$ cat src/rtl/cn_pkg.sv
// Shared types and constants for the CryptoNight main-loop datapath.
// Home of the swapped-lane 2x64 adder used after the scratchpad multiply.
package cn_pkg;

  localparam int ADDR_W   = 17;
  localparam int ITER_MAX = 524288;

  typedef logic [127:0] word_t;

  typedef enum logic [1:0] {
    ST_IDLE,
    ST_WAIT,
    ST_HOLD
  } stage_state_e;

  // Each 64-bit lane wraps on its own; the product halves cross over.
  function automatic word_t lane_add64x2(input word_t a, input word_t p);
    lane_add64x2 = {a[127:64] + p[63:0], a[63:0] + p[127:64]};
  endfunction

endpackage

$ cat src/rtl/mul_sum_xor_stage.sv
// Post-multiplier stage of the CryptoNight loop: waits out the multiplier latency,
// forms the swapped-lane sum with A, presents write-back and next A, counts iterations.
module mul_sum_xor_stage #(
  parameter int MULT_DELAY = 2,
  parameter int ADDR_W     = cn_pkg::ADDR_W,
  parameter int ITER_W     = 20,
  parameter int ITER_MAX   = cn_pkg::ITER_MAX
) (
  input  logic              clk,
  input  logic              reset_n,
  input  logic              start,
  input  logic              issue_valid,
  output logic              issue_ready,
  input  logic [127:0]      a_in,
  input  logic [127:0]      c_in,
  input  logic [ADDR_W-1:0] addr_in,
  input  logic [127:0]      product,
  output logic              out_valid,
  input  logic              out_ready,
  output logic [ADDR_W-1:0] wr_addr,
  output logic [127:0]      wr_data,
  output logic [127:0]      next_a,
  output logic [ADDR_W-1:0] next_addr,
  output logic [ITER_W-1:0] iter_count,
  output logic              loop_done
);

  import cn_pkg::*;

  localparam logic [1:0]        DLY_LOAD = 2'(MULT_DELAY - 1);
  localparam logic [ITER_W-1:0] ITER_LIM = ITER_W'(ITER_MAX);

  stage_state_e      state_q, state_d;
  logic [1:0]        dly_q, dly_d;
  logic              latch, capture, handshake;
  word_t             a_q, c_q, sum;
  logic [ADDR_W-1:0] addr_q;

  always_comb begin
    state_d     = state_q;
    dly_d       = dly_q;
    issue_ready = 1'b0;
    out_valid   = 1'b0;
    latch       = 1'b0;
    capture     = 1'b0;
    handshake   = 1'b0;
    case (state_q)
      ST_IDLE: begin
        issue_ready = 1'b1;
        if (issue_valid) begin
          latch   = 1'b1;
          dly_d   = DLY_LOAD;
          state_d = ST_WAIT;
        end
      end
      ST_WAIT: begin
        if (dly_q != 2'd0) begin
          dly_d = dly_q - 2'd1;
        end else begin
          capture = 1'b1;
          state_d = ST_HOLD;
        end
      end
      ST_HOLD: begin
        out_valid   = 1'b1;
        issue_ready = out_ready;
        if (out_ready) begin
          handshake = 1'b1;
          if (issue_valid) begin
            latch   = 1'b1;
            dly_d   = DLY_LOAD;
            state_d = ST_WAIT;
          end else begin
            state_d = ST_IDLE;
          end
        end
      end
      default: state_d = ST_IDLE;
    endcase
  end

  assign sum       = lane_add64x2(a_q, product);
  assign next_addr = next_a[ADDR_W+3:4];

  always_ff @(posedge clk) begin
    if (!reset_n) begin
      state_q <= ST_IDLE;
      dly_q   <= '0;
      a_q     <= '0;
      c_q     <= '0;
      addr_q  <= '0;
      wr_addr <= '0;
      wr_data <= '0;
      next_a  <= '0;
    end else begin
      state_q <= state_d;
      dly_q   <= dly_d;
      if (latch) begin
        a_q    <= a_in;
        c_q    <= c_in;
        addr_q <= addr_in;
      end
      if (capture) begin
        wr_addr <= addr_q;
        wr_data <= sum;
        next_a  <= sum ^ c_q;
      end
    end
  end

  // start wins over a coincident handshake so a new run always begins at zero.
  always_ff @(posedge clk) begin
    if (!reset_n) begin
      iter_count <= '0;
      loop_done  <= 1'b0;
    end else if (start) begin
      iter_count <= '0;
      loop_done  <= 1'b0;
    end else if (handshake && iter_count != ITER_LIM) begin
      iter_count <= iter_count + 1'b1;
      if (iter_count == ITER_LIM - 1'b1) loop_done <= 1'b1;
    end
  end

endmodule

$ cat config.mk
export PLATFORM = sky130hd
export DESIGN_NAME = mul_sum_xor_stage
export DESIGN_NICKNAME = d
export VERILOG_FILES = /design/src/rtl/cn_pkg.sv /design/src/rtl/mul_sum_xor_stage.sv
export SDC_FILE = /design/constraint.sdc
export NUM_CORES = 1
export LEC_CHECK = 0
export BUFFER_PORTS_ARGS = -buffer_cell sky130_fd_sc_hd__buf_2
export CAP_MARGIN = 30
export CORE_AREA = 2 2 281 283
export CTS_BUF_LIST = sky130_fd_sc_hd__clkbuf_4
export CTS_CLUSTER_DIAMETER = 80
export DETAILED_ROUTE_END_ITERATION = 7
export DIE_AREA = 0 0 283 285
export PLACE_DENSITY = 0.6
export SYNTH_ARGS = -nofsm -noshare
export SYNTH_HDL_FRONTEND = slang
export SYNTH_SLANG_ARGS = --single-unit
$ cat constraint.sdc
create_clock -name clk -period 6.2 [get_ports clk]
set_clock_uncertainty 0.1 [all_clocks]
set_input_delay 1.86 -clock clk [delete_from_list [all_inputs] [get_ports clk]]
set_output_delay 1.86 -clock clk [all_outputs]
set_load 0.05 [all_outputs]
==> flow_metrics.env <==
export IMPL_coreArea_mm2=0.07797
export IMPL_syn_nets=4286
export IMPL_synth_edf_count=0
export IMPL_finalCritPeriodShare_pct=73.51
export IMPL_cts_root_buf="clkbuf_4"
export IMPL_cts_inserted_buffers=162
export IMPL_synth_area_per_cell_um2=7.701
export IMPL_clockBufferDepth=3
export IMPL_grt_use_total_pct=26.22
export IMPL_portBuffers=718
export IMPL_io_pins=719
export IMPL_cp_arrival_ns=5.30
export IMPL_worstSetupEndpointType="register"
export IMPL_place_gp_congestion=0.9292
export IMPL_finalSetupTns_ns=0
export IMPL_final_util_pct=45.20
export IMPL_synth_seq_cells=571
export IMPL_grt_ovfl_total=0
export IMPL_grt_pass1_wl_mm=164.2
export IMPL_fp_row_count=103
export IMPL_nNetsFinal=4939
export IMPL_seq_area_frac_synth_pct=39.59
export IMPL_drt_iter0_drc=1948
export IMPL_wl_mm=110.1
export IMPL_antenna_found_initial=31
export IMPL_finalSetupViolCount=0
export IMPL_r2r_start="a_q[64]"
export IMPL_min_from="addr_q[15]"
export IMPL_start_kind="input port"
export IMPL_detail_route_antenna_nets=0
export IMPL_maxCapViolCount=0
export IMPL_layout_common_cells="nand2_1, buf_2, a21oi_1"
export IMPL_start_util_pct=37.03
export IMPL_cp_max_fo=4
export IMPL_p_leak_uw=0.01537
export IMPL_slew_headroom_pct=15.22
export IMPL_die_y_um=285
export IMPL_cp_required_ns=6.94
export IMPL_postCtsHoldBufs=0
export IMPL_vdd_ir_drop_max_uv=192.1
export IMPL_period_needed_ns=4.557
export IMPL_r2r_slack_ns=2.24
export IMPL_synthCells=3749
export IMPL_synth_top_flop_cell="dfxtp_1"
export IMPL_power_density_mw_per_mm2=307.3
export IMPL_syn_to_final_growth_pct=22.07
export IMPL_grt_pass1_vias=27450
export IMPL_hold_viol_final=0
export IMPL_hold_depth=2
export IMPL_r2r_end="next_a[114]"
export IMPL_slew_violations=0
export IMPL_outcome="complete, no violations"
export IMPL_htree_levels=4
export IMPL_yosysWarnings=0
export IMPL_hold_slack_ns=0.3470
export IMPL_hold_class="register to register"
export IMPL_die_w_um=283
export IMPL_drive_gt1_share_pct=23.11
export IMPL_first_pass_iters=5
export IMPL_rsz0062_at_grt="no"
export IMPL_cts_sinks=571
export IMPL_drcViolationCount=0
export IMPL_clock_latency_ns=1.00
export IMPL_clk_pin_slew_ns=0.07
export IMPL_worst_pin_slew_ns=1.272
export IMPL_path_class="input port to register"
export IMPL_cts_tree="done"
export IMPL_dp_hpwl_mm=82.76
export IMPL_ys_async_sr_fraction_pct=0
export IMPL_wl_per_cell_um=19.68
export IMPL_ctsResizeCount=0
export IMPL_min_to="wr_addr[15]"
export IMPL_syn_area_mm2=0.02887
export IMPL_vias_per_cell=5.189
export IMPL_rr_worst_depth=13
export IMPL_cts_setup_buffers=0
export IMPL_timing_fmax_mhz=219.4
export IMPL_dieArea_mm2=0.08066
export IMPL_final_common_cell="nand2_1"
export IMPL_vias=29020
export IMPL_grt_max_degree=205
export IMPL_synth_cell_type_count=84
sequential cells by signal, summed over array words and instances, names as in the netlist:
signal and cells:
a_q 128, addr_q 17, iter_count 20, next_a 128
dly_q 2, state_q 2, c_q 128, wr_data 128
loop_done 1, wr_addr 17
synth_stat cells, drive strengths merged, types with 48 or more instances:
library cell  number  area share (%)
a21oi            631              11
inv               48            0.62
nor2             220             2.9
nand2            922              12
ha               129             5.6
dfxtp            571              40
a21o              55             1.4
a211oi            74             1.9
xnor2            196             5.9
clkbuf           217             2.8
xor2              59             1.8
nand4             51             1.1
o21ai            171             3.0
worst max-delay path: stages:
cell and delay (ns):
buf_2 0.08, ha_1 0.19, inv_1 0.07, fa_1 0.39, nand2b_1 0.18, a21oi_1 0.32, o211ai_1 0.20, a211oi_1 0.60
nor2_1 0.23, o21ai_1 0.48, nor4_1 0.09, a41oi_1 0.27, nand4_1 0.13, nor3b_1 0.19
routing by layer:
| layer | global-route usage [%] | vias to the layer above | routed length (um) |
|---|---|---|---|
| met1 | 31.84 | 13500 | 45680 |
| met2 | 42.14 | 1007 | 50850 |
| met5 | 0 | - | 103 |
| met4 | 13.09 | 14 | 4776 |
| li1 | - | 14270 | - |
| met3 | 7.928 | 230 | 8645 |
metrics by stage:
step | cell area [um2] | total power (uW) | cells | setup slack (ns)
6_report | 35240 | 10830 | 5592 | 1.643
5_1_grt | 35220 | 11400 | 5583 | 1.581
4_1_cts | 35180 | 10940 | 5567 | 1.690
3_5_place_dp | 33100 | 7305 | 5288 | 0.7525
3_3_place_gp | 33070 | 7291 | 5286 | 0.7925
2_1_floorplan | 28870 | 6389 | 3749 | 1.689
cell type report:
| type | count | area [um2] |
|---|---|---|
| timing repair buffer | 746 | 3934 |
| clock buffer | 242 | 1817 |
| sequential | 571 | 11430 |
| antenna | 25 | 62.56 |
| tap | 1050 | 1314 |
| multi-input combinational | 2873 | 16240 |
| clock inverter | 37 | 260.3 |
| fill | 8157 | 42720 |
| inverter | 48 | 187.7 |
cells by family (layout without fill, tap and decap cells):
group	count (synthesis)	in the layout	share of synthesized area, %
flops	571	571	39.59
buf+inv	305	1073	4.269
mux	3	3	0.1040
simple gates	1381	1381	19.90
xor+xnor	260	260	8.143
other cells	0	25	0
fa+ha+maj	131	131	5.729
compound gates	1098	1098	22.27
power by group:
| part | switching, uW | internal, uW |
|---|---|---|
| sequential | 190 | 3980 |
| combinational | 2150 | 930 |
| clock | 1680 | 1910 |
| total | 4010 | 6820 |
worst max path at each step:
stage | startpoint | to | slack [ns] | cells after the start
floorplan | out_ready | issue_ready | 1.69 | 2
global placement | product[64] | next_a[52] | 0.79 | 14
detailed placement | product[64] | next_a[56] | 0.75 | 14
CTS | out_ready | issue_ready | 1.69 | 4
global route | product[64] | next_a[52] | 1.58 | 14
finish | product[64] | next_a[56] | 1.64 | 14
Note: power is estimated with default switching activity, not from simulation.
